$ cat src/rtl/kernel_run_ctrl.sv
// Run sequencer for an HLS kernel: synchronised trigger, counted or continuous
// ap_start/ap_ready/ap_done runs with idle gap, dataset stepping and per-run watchdog.
//   state | meaning
//   IDLE  | no campaign, waiting for a trigger rise with the kernel idle
//   RUN   | kernel invocation in flight, latency counting
//   GAP   | idle cycles with ap_start low between runs
module kernel_run_ctrl #(
  parameter int RUN_W          = 16,
  parameter int DATASET_NUM    = 8,
  parameter int GAP_CYCLES     = 4,
  parameter int TIMEOUT_CYCLES = 1000000,
  localparam int DS_W  = (DATASET_NUM > 1) ? $clog2(DATASET_NUM) : 1,
  localparam int GAP_W = (GAP_CYCLES > 1) ? $clog2(GAP_CYCLES) : 1
) (
  input  logic             ap_clk,
  input  logic             ap_rst_n,
  input  logic             trig,
  input  logic [RUN_W-1:0] run_count,
  output logic             ap_start,
  input  logic             ap_ready,
  input  logic             ap_done,
  input  logic             ap_idle,
  output logic [DS_W-1:0]  dataset_idx,
  output logic             ds_advance,
  output logic             busy,
  output logic [RUN_W-1:0] runs_done,
  output logic [31:0]      last_latency,
  output logic             timeout,
  output logic             campaign_done
);

  typedef enum logic [1:0] {S_IDLE, S_RUN, S_GAP} state_t;

  localparam logic [31:0]     TO_LIM  = 32'(TIMEOUT_CYCLES);
  localparam logic [DS_W-1:0] DS_LAST = DS_W'(DATASET_NUM - 1);

  state_t state_q, state_d;
  logic trig_s1_q, trig_s2_q, trig_s3_q, rise;
  logic start_q, start_d, busy_q, busy_d, adv_q, adv_d, cdone_q, cdone_d, to_q, to_d;
  logic [RUN_W-1:0] cnt_q, cnt_d, runs_q, runs_d, runs_inc;
  logic [DS_W-1:0]  ds_q, ds_d;
  logic [31:0]      lat_q, lat_d, last_lat_q, last_lat_d;
  logic [GAP_W-1:0] gap_q, gap_d;

  assign rise     = trig_s2_q & ~trig_s3_q;
  assign runs_inc = runs_q + 1'b1;

  always_ff @(posedge ap_clk or negedge ap_rst_n) begin
    if (!ap_rst_n) begin
      trig_s1_q  <= 1'b0;
      trig_s2_q  <= 1'b0;
      trig_s3_q  <= 1'b0;
      state_q    <= S_IDLE;
      start_q    <= 1'b0;
      busy_q     <= 1'b0;
      adv_q      <= 1'b0;
      cdone_q    <= 1'b0;
      to_q       <= 1'b0;
      cnt_q      <= '0;
      runs_q     <= '0;
      ds_q       <= '0;
      lat_q      <= '0;
      last_lat_q <= '0;
      gap_q      <= '0;
    end else begin
      trig_s1_q  <= trig;
      trig_s2_q  <= trig_s1_q;
      trig_s3_q  <= trig_s2_q;
      state_q    <= state_d;
      start_q    <= start_d;
      busy_q     <= busy_d;
      adv_q      <= adv_d;
      cdone_q    <= cdone_d;
      to_q       <= to_d;
      cnt_q      <= cnt_d;
      runs_q     <= runs_d;
      ds_q       <= ds_d;
      lat_q      <= lat_d;
      last_lat_q <= last_lat_d;
      gap_q      <= gap_d;
    end
  end

  always_comb begin
    state_d    = state_q;
    start_d    = start_q;
    busy_d     = busy_q;
    adv_d      = 1'b0;
    cdone_d    = 1'b0;
    to_d       = to_q;
    cnt_d      = cnt_q;
    runs_d     = runs_q;
    ds_d       = ds_q;
    lat_d      = lat_q;
    last_lat_d = last_lat_q;
    gap_d      = gap_q;
    case (state_q)
      S_IDLE: begin
        start_d = 1'b0;
        busy_d  = 1'b0;
        if (rise && ap_idle) begin
          cnt_d   = run_count;
          runs_d  = '0;
          to_d    = 1'b0;
          ds_d    = '0;
          busy_d  = 1'b1;
          start_d = 1'b1;
          lat_d   = 32'd1;
          state_d = S_RUN;
        end
      end
      S_RUN: begin
        if (lat_q != '1) lat_d = lat_q + 32'd1;
        if (ap_ready) start_d = 1'b0;
        if (ap_done) begin
          last_lat_d = lat_q;
          runs_d     = runs_inc;
          ds_d       = (ds_q == DS_LAST) ? '0 : ds_q + 1'b1;
          adv_d      = 1'b1;
          if (((cnt_q != '0) && (runs_inc == cnt_q)) || ((cnt_q == '0) && !trig_s2_q)) begin
            cdone_d = 1'b1;
            busy_d  = 1'b0;
            start_d = 1'b0;
            state_d = S_IDLE;
          end else if (GAP_CYCLES == 0) begin
            start_d = 1'b1;
            lat_d   = 32'd1;
          end else begin
            start_d = 1'b0;
            gap_d   = GAP_W'(GAP_CYCLES - 1);
            state_d = S_GAP;
          end
        end else if ((TIMEOUT_CYCLES != 0) && (lat_q == TO_LIM)) begin
          // runs_done and last_latency keep the last good run
          to_d    = 1'b1;
          cdone_d = 1'b1;
          busy_d  = 1'b0;
          start_d = 1'b0;
          state_d = S_IDLE;
        end
      end
      S_GAP: begin
        start_d = 1'b0;
        if (gap_q == '0) begin
          start_d = 1'b1;
          lat_d   = 32'd1;
          state_d = S_RUN;
        end else begin
          gap_d = gap_q - 1'b1;
        end
      end
      default: state_d = S_IDLE;
    endcase
  end

  assign ap_start      = start_q;
  assign busy          = busy_q;
  assign ds_advance    = adv_q;
  assign campaign_done = cdone_q;
  assign timeout       = to_q;
  assign runs_done     = runs_q;
  assign dataset_idx   = ds_q;
  assign last_latency  = last_lat_q;

endmodule

$ cat config.mk
export PLATFORM = sky130hd
export DESIGN_NAME = kernel_run_ctrl
export DESIGN_NICKNAME = d
export VERILOG_FILES = /design/src/rtl/kernel_run_ctrl.sv
export SDC_FILE = /design/constraint.sdc
export NUM_CORES = 1
export LEC_CHECK = 0
export CAP_MARGIN = 30
export CORE_ASPECT_RATIO = 1.2
export CORE_MARGIN = 4
export CORE_UTILIZATION = 49
export DETAILED_ROUTE_END_ITERATION = 10
export PLACE_DENSITY_LB_ADDON = 0.15
export SETUP_SLACK_MARGIN = 0.15
export SYNTH_ARGS = -nofsm -noshare
export SYNTH_HDL_FRONTEND = slang
export SYNTH_SLANG_ARGS = --single-unit
export TNS_END_PERCENT = 5
$ cat constraint.sdc
create_clock -name ap_clk -period 6.25 [get_ports ap_clk]
set_clock_uncertainty 0.2 [all_clocks]
set_input_delay 1.25 -clock ap_clk [delete_from_list [all_inputs] [get_ports ap_clk]]
set_output_delay 1.25 -clock ap_clk [all_outputs]
set_load 0.02 [all_outputs]
==> summary.md <==
| Metric | Value |
|---|---|
| Fraction of registers with async set or reset after synthesis | `100.0%` |
| Commonest non-fill, non-tap cell in the layout | `dfrtp_1` |
| Worst path required time | `6.29 ns` |
| Final hold violations | `0` |
| Max Freq | `0.2818 GHz` |
| Crit Path Category | `input pin to register` |
| Total Nets Final | `663` |
| Crit path max-delay cell type | `nor2_1` |
| Clk root buf | `clkbuf_16` |
| Drt first pass iters | `4` |
| Minimum clock period | `3.549 ns` |
| Core area | `11670 sq um` |
| Flop-to-flop setup slack | `3.10 ns` |
| Initial antenna violation count | `0` |
| Number of buffers created by CTS | `9` |
| Slew @ Worst Pin | `0.9486 ns` |
| Total grt overflow | `0` |
| Clock Latency Late Sink | `0.36 ns` |
| Routed vias | `4621` |
| Reg2Reg Depth | `7` |
| Min-Delay Startpoint | `trig_s1_q` |
| Post-synth net total | `601` |
| Yosys warns | `0` |
| Sequential share of the synthesized area | `47.06%` |
| Cells along the critical path | `clkdlybuf4s50_1 > nand3b_4 > a21oi_1 > nand2b_1 > nor2_1 > buf_4 > or4_1 > nand2_1` |
| Post-cts resize count | `0` |
| Die area | `13870 sq um` |
| Ports | `78` |
| H-tree levels | `3` |
| Reg2reg end | `gap_q[0]` |
| Setup TNS | `0 ns` |
| Reg2reg start | `runs_done[0]` |
| Main area contributors after synthesis | `dfrtp_1 (47%), mux2_2 (8.8%), xnor2_1 (3.9%)` |
| Synth cell types | `69` |
| P per Cell Area | `330.0 nW/um^2` |
| CP delay by family, top | `simple AND/OR/NAND/NOR gates` |
| Hold Crit Depth | `0` |
| RSZ-0062 raised after global routing | `false` |
| DRC | `0` |
| Critical path capture point type | `register` |
| I/O Buffers | `77` |
| Vias in the first global route | `4540` |
| Leakage power | `2.949 nW` |
| EDFF count, synth | `0` |
| Routed Antenna Nets | `0` |
| Buf+Inv Stages, Crit Path | `2` |
| Finish-stage setup viols | `0` |
| Area Growth Syn to Fin | `18.89%` |
| Slowest stage delay, CP | `0.62 ns` |
| GPL Wtd Cong | `0.8753` |
| Final Max Slew Viols | `0` |
| Synth area leader | `dfrtp_1` |
| Register bit total from synthesis | `111` |
| Hold endpoint | `trig_s2_q` |
| Clock Path Buffers | `2` |
| Startpoint Class | `input pin` |
| Most frequent cells in the layout | `dfrtp_1 (111), clkdlybuf4s50_1 (76), nand2_1 (50)` |
| Aggregate global-route resource usage | `21.85%` |
| Dpl hpwl | `10210 um` |
| Clock sinks | `111` |
| Setup slack at placement | `2.348 ns` |
| Cell count after synthesis | `568` |
| Post-synth top area share | `47.06%` |
| Starting Density | `50.55%` |
| Outcome | `finished clean` |
| Clock transition at path regs | `0.07 ns` |
| Wire per inst | `18.06 um` |
| # diodes | `0` |
| First-pass GRT wire length | `23700 um` |
| Final core utilization | `60.10%` |
| Vias per std cell | `5.842` |
| Rel. slew slack | `36.76%` |
| Syn_area_per_cell | `10.39 sq um` |
| Largest net degree at the start of global routing | `70` |
| Mapped Area | `5902 sq um` |
| Post-CTS setup buffers | `0` |
| Initial DRC Count | `249` |
| Die H | `128.2 um` |
| Final Cycle Share | `56.78%` |
| WP data arrival | `3.59 ns` |
| Rows | `43` |
| Leading register cell type out of synthesis | `dfrtp_1` |
| CP Max Fanout | `11` |
| Final hold slack | `0.1508 ns` |
| VDD IR-drop max | `0.0001572 V` |
| CTS tree | `done` |
| Max-Cap Viols | `0` |
| Hold WC Path Type | `register to register` |
| Post-CTS Hold Buffers | `0` |
| WL final | `14280 um` |
| Share of cells above drive strength 1 | `12.93%` |
| Die W | `108.2 um` |
| Final worst slack | `2.701 ns` |
[how the worst max path moves through the flow]
stage,startpoint,end,slack (ns),cells past startpoint
after CTS,ap_idle,lat_q[3],2.73,8
final,ap_idle,lat_q[3],2.70,8
after global placement,ap_done,runs_done[7],2.34,7
after floorplan,ap_idle,lat_q[19],3.42,6
after global routing,ap_idle,lat_q[3],2.49,8
after detailed placement,ap_idle,lat_q[3],2.35,8
[synthesized netlist by cell type, drive strengths merged, types with 3 or more instances]
library cell and instances:
dfrtp 111, nand2 51, mux2 46, nor2 40, o21ai 37, a21oi 26
xnor2 26, nand3 23, nand4 20, nor4 17, clkbuf 16, buf 15
inv 12, o31ai 12, ha 11, and4 9, xor2 9, nor3 8
and3 7, o221ai 7, or4 6, a211oi 5, nand3b 5, o41ai 5
mux2i 4, o211ai 4, a22o 3, a31oi 3, nor2b 3
[worst register-to-register path: cells and delay by family (launching register included)]
family / cells / cell delay, ns
muxes: 1 / 0.26
DFF: 1 / 0.55
and+or+nand+nor: 3 / 1.34
adders and majority gates: 1 / 0.33
xor gates and xnor gates: 1 / 0.25
AOI/OAI and AO/OA: 1 / 0.14
[metal layers]
metal	track usage [%]	wire, um
met4	10.25	350
met1	28.71	6240
met2	35.25	7132
met3	3.627	559
met5	0	0
[registers in the layout, indices dropped and copies added (netlist names)]
signal	flops
last_latency	32
busy	1
cnt_q	16
campaign_done	1
state_q	2
trig_s3_q	1
timeout	1
ds_advance	1
dataset_idx	3
ap_start	1
lat_q	32
trig_s1_q	1
gap_q	2
runs_done	16
trig_s2_q	1
[cells by family (layout without fill, tap and decap cells)]
family,after synthesis,in the layout,share of synthesized area [%]
compound gates,113,113,12.87
buf+inv,44,110,3.307
simple gates,204,204,19.78
fa+ha+maj,11,11,2.332
mux,50,50,9.455
flops,111,111,47.06
xor+xnor,35,35,5.194
[area by class of cell]
cell class / count / area [sq um]
Timing Repair Buffer: 82 / 805.8
Inverter: 13 / 48.80
Clock inverter: 1 / 5.005
Fill cell: 999 / 4658
Multi-Input combinational cell: 413 / 2929
Sequential cell: 111 / 2778
Clock buffer: 14 / 254.0
Tap cell: 157 / 196.4
[power breakdown]
part / switching [W] / internal (W) / total (W)
clock network: 0.000249 / 0.000279 / 0.000529
logic: 0.000505 / 0.000333 / 0.000837
registers: 0.000126 / 0.000824 / 0.000950
[metrics by stage]
step | cells | area (sq um) | power (W)
2_1_floorplan | 568 | 5902 | 0.001526
3_3_place_gp | 775 | 6750 | 0.001773
3_5_place_dp | 776 | 6758 | 0.001804
4_1_cts | 791 | 7017 | 0.002340
5_1_grt | 791 | 7017 | 0.002460
6_report | 791 | 7017 | 0.002316
Power figures use the tool's default switching activity.
